[src/rtl/fifo_arb_pkg.sv]
// Shared types and default sizing for the FIFO write-port arbiter.
package fifo_arb_pkg;

  typedef enum logic {IDLE, LOCK} arb_state_e;

  localparam int DEF_DSIZE    = 8;
  localparam int DEF_NREQ     = 4;
  localparam int DEF_MAXBURST = 4;

endpackage

[src/rtl/rr_pick.sv]
// Round-robin search: first asserted request at or after ptr, wrapping modulo NREQ.
module rr_pick #(
  parameter int NREQ = 4,
  parameter int IW   = (NREQ > 1) ? $clog2(NREQ) : 1
) (
  input  logic [NREQ-1:0] req,
  input  logic [IW-1:0]   ptr,
  output logic            found,
  output logic [IW-1:0]   idx
);

  // Walk offsets from farthest to nearest so the nearest hit wins.
  always_comb begin
    found = 1'b0;
    idx   = '0;
    for (int k = NREQ - 1; k >= 0; k--) begin
      for (int i = 0; i < NREQ; i++) begin
        if (req[i] && (i == ((int'(ptr) + k) % NREQ))) begin
          found = 1'b1;
          idx   = IW'(i);
        end
      end
    end
  end

endmodule

[src/rtl/fifo_wr_arbiter.sv]
// Packet-locked round-robin arbiter multiplexing NREQ write streams onto one FIFO write port.
module fifo_wr_arbiter
  import fifo_arb_pkg::*;
#(
  parameter int DSIZE    = DEF_DSIZE,
  parameter int NREQ     = DEF_NREQ,
  parameter int MAXBURST = DEF_MAXBURST
) (
  input  logic                    wclk,
  input  logic                    wrst_n,
  input  logic [NREQ-1:0]         req_valid,
  input  logic [NREQ*DSIZE-1:0]   req_data,
  input  logic [NREQ-1:0]         req_last,
  output logic [NREQ-1:0]         req_ready,
  input  logic                    wfull,
  output logic                    win,
  output logic [DSIZE-1:0]        wdata,
  output logic [$clog2(NREQ)-1:0] grant_id,
  output logic                    busy,
  output logic [15:0]             beat_cnt
);

  localparam int IW = $clog2(NREQ);
  localparam int BW = $clog2(MAXBURST);
  localparam logic [BW-1:0] BLAST = BW'(MAXBURST - 1);

  arb_state_e    state_q, state_d;
  logic [IW-1:0] grant_q, grant_d, rr_q, rr_d, pick_idx;
  logic [BW-1:0] bcnt_q, bcnt_d;
  logic [15:0]   beat_q;
  logic          pick_found, own_vld, own_last, xfer;

  rr_pick #(.NREQ(NREQ), .IW(IW)) u_pick (
    .req   (req_valid),
    .ptr   (rr_q),
    .found (pick_found),
    .idx   (pick_idx)
  );

  // Owner mux; wdata follows grant_q even in IDLE so reset shows requester 0.
  always_comb begin
    own_vld   = 1'b0;
    own_last  = 1'b0;
    wdata     = '0;
    req_ready = '0;
    for (int i = 0; i < NREQ; i++) begin
      if (grant_q == IW'(i)) begin
        own_vld      = req_valid[i];
        own_last     = req_last[i];
        wdata        = req_data[i*DSIZE +: DSIZE];
        req_ready[i] = (state_q == LOCK) && !wfull;
      end
    end
  end

  assign xfer = (state_q == LOCK) && own_vld && !wfull;

  always_comb begin
    state_d = state_q;
    grant_d = grant_q;
    rr_d    = rr_q;
    bcnt_d  = bcnt_q;
    case (state_q)
      IDLE: begin
        if (pick_found) begin
          grant_d = pick_idx;
          bcnt_d  = '0;
          state_d = LOCK;
        end
      end
      LOCK: begin
        if (xfer) begin
          bcnt_d = bcnt_q + 1'b1;
          if (own_last || (bcnt_q == BLAST)) begin
            state_d = IDLE;
            rr_d    = (grant_q == IW'(NREQ - 1)) ? '0 : grant_q + 1'b1;
          end
        end
      end
      default: state_d = IDLE;
    endcase
  end

  always_ff @(posedge wclk or negedge wrst_n) begin
    if (!wrst_n) begin
      state_q <= IDLE;
      grant_q <= '0;
      rr_q    <= '0;
      bcnt_q  <= '0;
      beat_q  <= '0;
    end else begin
      state_q <= state_d;
      grant_q <= grant_d;
      rr_q    <= rr_d;
      bcnt_q  <= bcnt_d;
      if (xfer) beat_q <= beat_q + 16'd1;
    end
  end

  assign win      = xfer;
  assign grant_id = grant_q;
  assign busy     = (state_q == LOCK);
  assign beat_cnt = beat_q;

endmodule

[config.mk]
export PLATFORM = sky130hd
export DESIGN_NAME = fifo_wr_arbiter
export DESIGN_NICKNAME = d
export VERILOG_FILES = /design/src/rtl/fifo_arb_pkg.sv /design/src/rtl/rr_pick.sv /design/src/rtl/fifo_wr_arbiter.sv
export SDC_FILE = /design/constraint.sdc
export NUM_CORES = 1
export LEC_CHECK = 0
export ABC_AREA = 1
export BUFFER_PORTS_ARGS = -buffer_cell sky130_fd_sc_hd__buf_4
export CAP_MARGIN = 15
export CORE_UTILIZATION = 33
export CTS_CLUSTER_SIZE = 16
export DETAILED_ROUTE_END_ITERATION = 16
export SYNTH_ARGS = -nofsm -noshare
export SYNTH_HDL_FRONTEND = slang
export SYNTH_SLANG_ARGS = --single-unit
[constraint.sdc]
create_clock -name wclk -period 2.1 [get_ports wclk]
set_clock_uncertainty 0.1 [all_clocks]
set_input_delay 0.105 -clock wclk [delete_from_list [all_inputs] [get_ports wclk]]
set_output_delay 0.105 -clock wclk [all_outputs]
set_load 0.01 [all_outputs]
==> flow_metrics.py, run 1 <==
metrics = {
    "timing": {
        "fmax_mhz": 506,
        "slew_violations": 0,
        "hold_viol_final": 0,
        "timing.hold.ws_ns": 0.129,
        "fin_crit_ns": 1.98,
        "slew_headroom_pct": 74.6,
        "max_slew.worst_pin.slew_ns": 0.378,
        "min_period_over_period_pct": 94.1,
        "final-setup-viol-count": 0,
        "rsz0062_at_grt": "yes",
    },
    "yosys": {
        "synth_cell_types": 36,
        "yosys-top-cells-area": "dfrtp_1 (33%), nand2_1 (15%), nor2_1 (5.2%), ha_1 (4.3%), a221oi_1 (4.0%)",
        "synth-seq-area-share_pct": 33.2,
        "syn_avg_cell_area_um2": 7.37,
        "synth_seq_cells": 23,
        "synth_top_area_share_pct": 33.2,
        "syn_nets": 284,
        "netlist_area_um2": 1730,
        "synth_top_cell_by_area": "dfrtp_1",
        "synthCells": 235,
        "yosys_warnings": 0,
    },
    "cells_and_area": {
        "final_cell_mix": "buf_4 (83), nand2_1 (71), nor2_1 (24), dfrtp_1 (23), inv_1 (18)",
        "post-route-util_pct": 49.0,
        "fin_nets": 368,
        "layout-drive-gt1-share_pct": 31.8,
        "fin_cells": 388,
        "num-fill-cells": 523,
        "num_antenna_cells": 0,
        "final_common_cell": "buf_4",
        "syn_to_final_growth_pct": 43.6,
    },
    "drt": {
        "routed_wl_mm": 4.95,
        "viasPerCell": 4.88,
        "drc_errors": 0,
        "vias": 1893,
        "detail-route-antenna-nets": 0,
        "drtPass1Iterations": 4,
        "drtIter0Drc": 75,
        "post_drt_wl_per_cell_um": 12.8,
    },
    "floorplanning": {
        "initial_utilization_pct": 34.1,
        "die_height_um": 74.5,
        "core_area_um2": 5070,
        "rows": 26,
        "fp.dieArea_um2": 5550,
        "die_w_um": 74.5,
        "top_level_ports": 75,
    },
    "global_route": {
        "grt_pass1_wl_mm": 7.62,
        "grtUsageTotal_pct": 17.4,
        "grt_start_max_net_pins": 24,
        "grt_overflow": 0,
        "antenna_found_initial": 0,
        "grt_pass1_vias": 1746,
    },
    "setup_path": {
        "cpMostUsedCell": "buf_4",
        "endpoint_kind": "output pin",
        "start_kind": "register",
        "reg2regPathDepth": 10,
        "crit_required_ns": 1.89,
        "cp_slowest_cell": "dfrtp_1",
        "path_cells": "inv_1 -> ha_1 -> nand2_1 -> inv_2 -> buf_4 -> a221oi_1 -> o31ai_1 -> buf_4",
        "crit_arrival_ns": 1.77,
        "worstPathMaxFanout": 9,
        "criticalPathCategory": "register to output pin",
        "cpPeakStageDelay_ns": 0.40,
    },
    "clock_tree": {
        "clkLatencyLatePin_ns": 0.27,
        "htreeDepth": 1,
        "path_clk_slew_ns": 0.08,
        "cts_buffer_depth": 2,
        "cts_tree": "built",
        "clock-sinks": 23,
        "cts-root-buf": "clkbuf_8",
        "cts_buffers": 3,
    },
    "run": {
        "drv_cap": 0,
    },
    "worst_hold_path": {
        "hold_depth": 3,
        "hold_path.class": "primary input to register",
    },
    "power_and_ir_drop": {
        "ir_drop_uv": 610,
        "power.density_nw_per_um2": 1170,
        "leakage_nw": 1.25,
    },
    "place": {
        "placed_cells": 382,
        "dpl.hpwl_mm": 3.91,
        "io_buffers": 74,
        "place_congestion": 0.842,
    },
    "run_status": {
        "status": "finished, final reports clean",
    },
}
-- where the power goes --
part	leakage (nW)	switching, W	internal [W]
clock network	0.0228	0.000140	0.000135
logic	0.932	0.00106	0.000846
registers	0.296	0.000158	0.000560
-- worst max-delay path, delay by kind of cell, from the launching register on --
family	cells	cell delay (ns)
buf+inv	4	0.44
compound gates	2	0.36
fa+ha+maj	1	0.22
simple gates	1	0.08
flops	1	0.40
-- per-stage QoR --
stage	cell area, um^2	setup WS (ns)	power, W	setup TNS (ns)
6_report	2490	0.124	0.00290	0
5_1_grt	2490	-0.00220	0.00316	-0.00220
4_1_cts	2470	0.0522	0.00289	0
3_5_place_dp	2410	0.181	0.00260	0
3_3_place_gp	2410	0.236	0.00261	0
2_1_floorplan	1730	0.169	0.00184	0
-- layer usage --
layer / share of wire [%] / vias to the layer above / global-route usage [%]
met1: 43 / 843 / 21.5
met2: 47 / 86 / 32.1
met4: 0.59 / 0 / 3.77
li1: - / 960 / -
met3: 9.9 / 4 / 2.44
met5: 0 / - / 0
-- registers in the layout, summed over array words and instances (netlist names) --
signal,flops
busy,1
beat_cnt,16
grant_id,2
rr_q,2
bcnt_q,2
-- cell type report --
class | instances | area, um^2 | area share (%)
well taps | 70 | 87.6 | 3.52
flip-flops and latches | 23 | 576 | 23.1
clock buffers | 4 | 45.0 | 1.81
inverters | 21 | 83.8 | 3.37
multi-input cells | 186 | 1060 | 42.7
repair buffers | 84 | 633 | 25.4
-- path summary, 6_finish.rpt --
path	slack, ns	end	startpoint
min	0.13	grant_id[0]	req_valid[3]
min reg2reg	0.41	bcnt_q[1]	bcnt_q[1]
max in group asynchronous	1.51	beat_cnt[7]	wrst_n
max	0.12	wdata[1]	grant_id[0]
max reg2reg	0.21	beat_cnt[8]	grant_id[0]
min in group asynchronous	0.16	busy	wrst_n
-- what timing repair did --
item	in CTS	in global routing
setup buffers	0	1
hold endpoints to repair	23	0
endpoints found under the setup margin	0	8
gates resized for setup	0	3
hold buffers	1	0
-- cell families (layout without fill, tap and decap cells) --
group	Yosys count	in the layout	share of synthesized area (%)
simple gates	127	127	33.8
compound gates	39	39	15.3
buf+inv	26	109	6.28
flops	23	23	33.2
xor+xnor	14	14	7.08
fa+ha+maj	6	6	4.33
-- synthesized netlist by cell type --
| cell | instances |
|---|---|
| nor2_2 | 1 |
| xor2_1 | 7 |
| or2_1 | 1 |
| nor4_1 | 3 |
| nand2_4 | 1 |
| nand3_2 | 1 |
| nor4_2 | 1 |
| buf_4 | 1 |
| a21oi_1 | 8 |
| nor3_2 | 1 |
| nor2_1 | 24 |
| o21ai_2 | 2 |
| and3_1 | 1 |
| a221oi_1 | 8 |
| a31oi_1 | 1 |
| ha_1 | 6 |
| clkinv_1 | 1 |
| xnor2_1 | 7 |
| nand2_1 | 71 |
| a21oi_2 | 1 |
| o211ai_1 | 1 |
| nand4_4 | 1 |
| o31ai_1 | 8 |
| buf_2 | 2 |
| o21ai_0 | 8 |
| inv_6 | 1 |
| nand3_1 | 14 |
| a21boi_1 | 1 |
| dfrtp_1 | 23 |
| clkbuf_1 | 2 |
| inv_1 | 18 |
| o21bai_1 | 1 |
| nor4_4 | 1 |
| nor3_1 | 2 |
| inv_2 | 1 |
| nand4_1 | 4 |
(Power assumes the default switching activity.)
==> run 2: changes to the inputs <==
==> constraint.sdc (replaced) <==
create_clock -name wclk -period 2.29 [get_ports wclk]
set_clock_uncertainty 0.1 [all_clocks]
set_input_delay 0.1145 -clock wclk [delete_from_list [all_inputs] [get_ports wclk]]
set_output_delay 0.1145 -clock wclk [all_outputs]
set_load 0.01 [all_outputs]
==> run 2 against run 1 <==
- clock power down 10%
- combinational power down 13%
- hold slack worse by 0.016 ns
- die area unchanged
- critical path depth unchanged
- flip-flop and latch count unchanged
- sequential share of layout area up 0.41 points
- core utilization down 0.86 points
- clock-buffer cell count down 1
- sequential power down 6.3%
- via count down 0.79%
- final cell count down 1.0%
- critical endpoint unchanged
- highest routed layer unchanged
==> flow_metrics.py, run 2 (synthesis results as in run 1) <==
metrics = {
    "place": {
        "place_congestion": 0.768,
        "io_buffers": 74,
        "dpl.hpwl_mm": 3.98,
    },
    "setup_path": {
        "crit_required_ns": 2.08,
        "start_kind": "register",
        "cpMostUsedCell": "buf_4",
        "worstPathMaxFanout": 10,
        "ff2ff_setup_slack_ns": 0.23,
        "cpPeakStageDelay_ns": 0.42,
        "setup.worst_path.start": "grant_id[0]",
        "cp_slowest_cell": "dfrtp_1",
        "path_cells": "inv_1 -> ha_1 -> buf_4 -> clkinv_1 -> buf_4 -> nor2_1 -> o31ai_1 -> buf_4",
        "reg2reg_to": "beat_cnt[6]",
        "endpoint_kind": "output pin",
        "rr_startpoint": "grant_id[1]",
        "reg2regPathDepth": 11,
        "criticalPathCategory": "register to output pin",
        "crit_arrival_ns": 1.86,
        "crit_end": "wdata[1]",
    },
    "floorplanning": {
        "die_height_um": 74.5,
        "die_w_um": 74.5,
        "fp.dieArea_um2": 5550,
        "core_area_um2": 5070,
        "top_level_ports": 75,
        "rows": 26,
        "initial_utilization_pct": 34.1,
    },
    "clock_tree": {
        "clock-sinks": 23,
        "htreeDepth": 1,
        "cts_buffers": 3,
        "cts_buffer_depth": 2,
        "path_clk_slew_ns": 0.08,
        "cts-root-buf": "clkbuf_8",
        "clkLatencyLatePin_ns": 0.26,
        "cts_tree": "built",
    },
    "drt": {
        "post_drt_wl_per_cell_um": 13.1,
        "viasPerCell": 4.89,
        "drtPass1Iterations": 6,
        "detail-route-antenna-nets": 0,
        "routed_wl_mm": 5.04,
        "drtIter0Drc": 68,
        "drc_errors": 0,
        "vias": 1878,
    },
    "power_and_ir_drop": {
        "power.density_nw_per_um2": 1060,
        "leakage_nw": 1.23,
        "total_power_w": 0.00259,
        "ir_drop_uv": 401,
    },
    "timing": {
        "rsz0062_at_grt": "no",
        "slew_violations": 0,
        "final-setup-viol-count": 0,
        "min_period_over_period_pct": 90.6,
        "slew_headroom_pct": 75.9,
        "hold_viol_final": 0,
        "fin_crit_ns": 2.07,
        "fmax_mhz": 482,
        "max_slew.worst_pin.slew_ns": 0.358,
        "tns_ns": 0,
    },
    "cells_and_area": {
        "num-fill-cells": 539,
        "final_cell_mix": "buf_4 (79), nand2_1 (71), nor2_1 (24), dfrtp_1 (23), inv_1 (18)",
        "layout-drive-gt1-share_pct": 30.3,
        "fin_nets": 364,
        "largest_register_ffs": 16,
        "final_common_cell": "buf_4",
        "multi_input_area_um2": 1050,
        "syn_to_final_growth_pct": 41.1,
        "seq_area_um2": 576,
        "num_antenna_cells": 0,
    },
    "global_route": {
        "grt_pass1_vias": 1752,
        "grt_start_max_net_pins": 24,
        "grt_pass1_wl_mm": 8.01,
        "grtUsageTotal_pct": 18.5,
        "antenna_found_initial": 0,
        "grt_overflow": 0,
    },
    "run_status": {
        "status": "finished, final reports clean",
    },
    "worst_hold_path": {
        "hold_path.class": "primary input to register",
        "hp-start": "req_valid[3]",
    },
    "run": {
        "drv_cap": 0,
    },
}
run 2: metrics by stage:
| stage | util (%) | setup WS, ns | hold WS, ns | std cells | instance area (um^2) |
|---|---|---|---|---|---|
| 2_1_floorplan | - | 0.359 | -0.281 | 235 | 1730 |
| 3_3_place_gp | 47.1 | 0.333 | -0.0782 | 379 | 2390 |
| 3_5_place_dp | 47.1 | 0.201 | -0.0723 | 379 | 2390 |
| 4_1_cts | 48.2 | 0.187 | 0.114 | 384 | 2440 |
| 5_1_grt | 48.2 | 0.0339 | 0.194 | 384 | 2440 |
| 6_report | 48.2 | 0.215 | 0.113 | 384 | 2440 |
run 2: final cells by class:
type	count	share of cell area (%)
multi-input combinational	186	42.9
timing repair buffer	80	24.7
sequential	23	23.5
tap	70	3.58
inverter	21	3.43
clock buffer	3	1.69
clock inverter	1	0.205
run 2: layer usage:
layer / part of all wire, % / track usage [%] / up-vias / wire, um
li1: - / - / 948 / -
met1: 45 / 24.1 / 850 / 2260
met2: 45 / 32.3 / 75 / 2280
met3: 9.1 / 2.98 / 5 / 459
met4: 0.71 / 3.98 / 0 / 36
met5: 0 / 0 / - / 0
run 2: how the worst min path moves through the flow:
stage,cells past startpoint,end
3_5_place_dp,1,beat_cnt[10]
3_3_place_gp,1,beat_cnt[10]
5_1_grt,2,beat_cnt[9]
2_1_floorplan,0,bcnt_q[0]
6_report,3,grant_id[0]
4_1_cts,3,grant_id[0]
run 2: power breakdown:
part | total [W] | switching [W] | leakage, nW | internal (W)
clock network | 0.000248 | 0.000127 | 0.0255 | 0.000121
logic | 0.00167 | 0.000947 | 0.910 | 0.000720
registers | 0.000673 | 0.000159 | 0.296 | 0.000513
run 2: worst max-delay path, delay by kind of cell, from the launching register on:
kind            cells  cell delay (ns)
compound gates      1             0.23
fa+ha+maj           1             0.25
buf+inv             5             0.65
flops               1             0.42
simple gates        1             0.05
run 2: repair_timing:
| action | CTS | global route |
|---|---|---|
| hold buffers | 1 | 0 |
| buffers inserted | 0 | 0 |
| endpoints found under the hold margin | 23 | 0 |
| resized for setup | 0 | 0 |
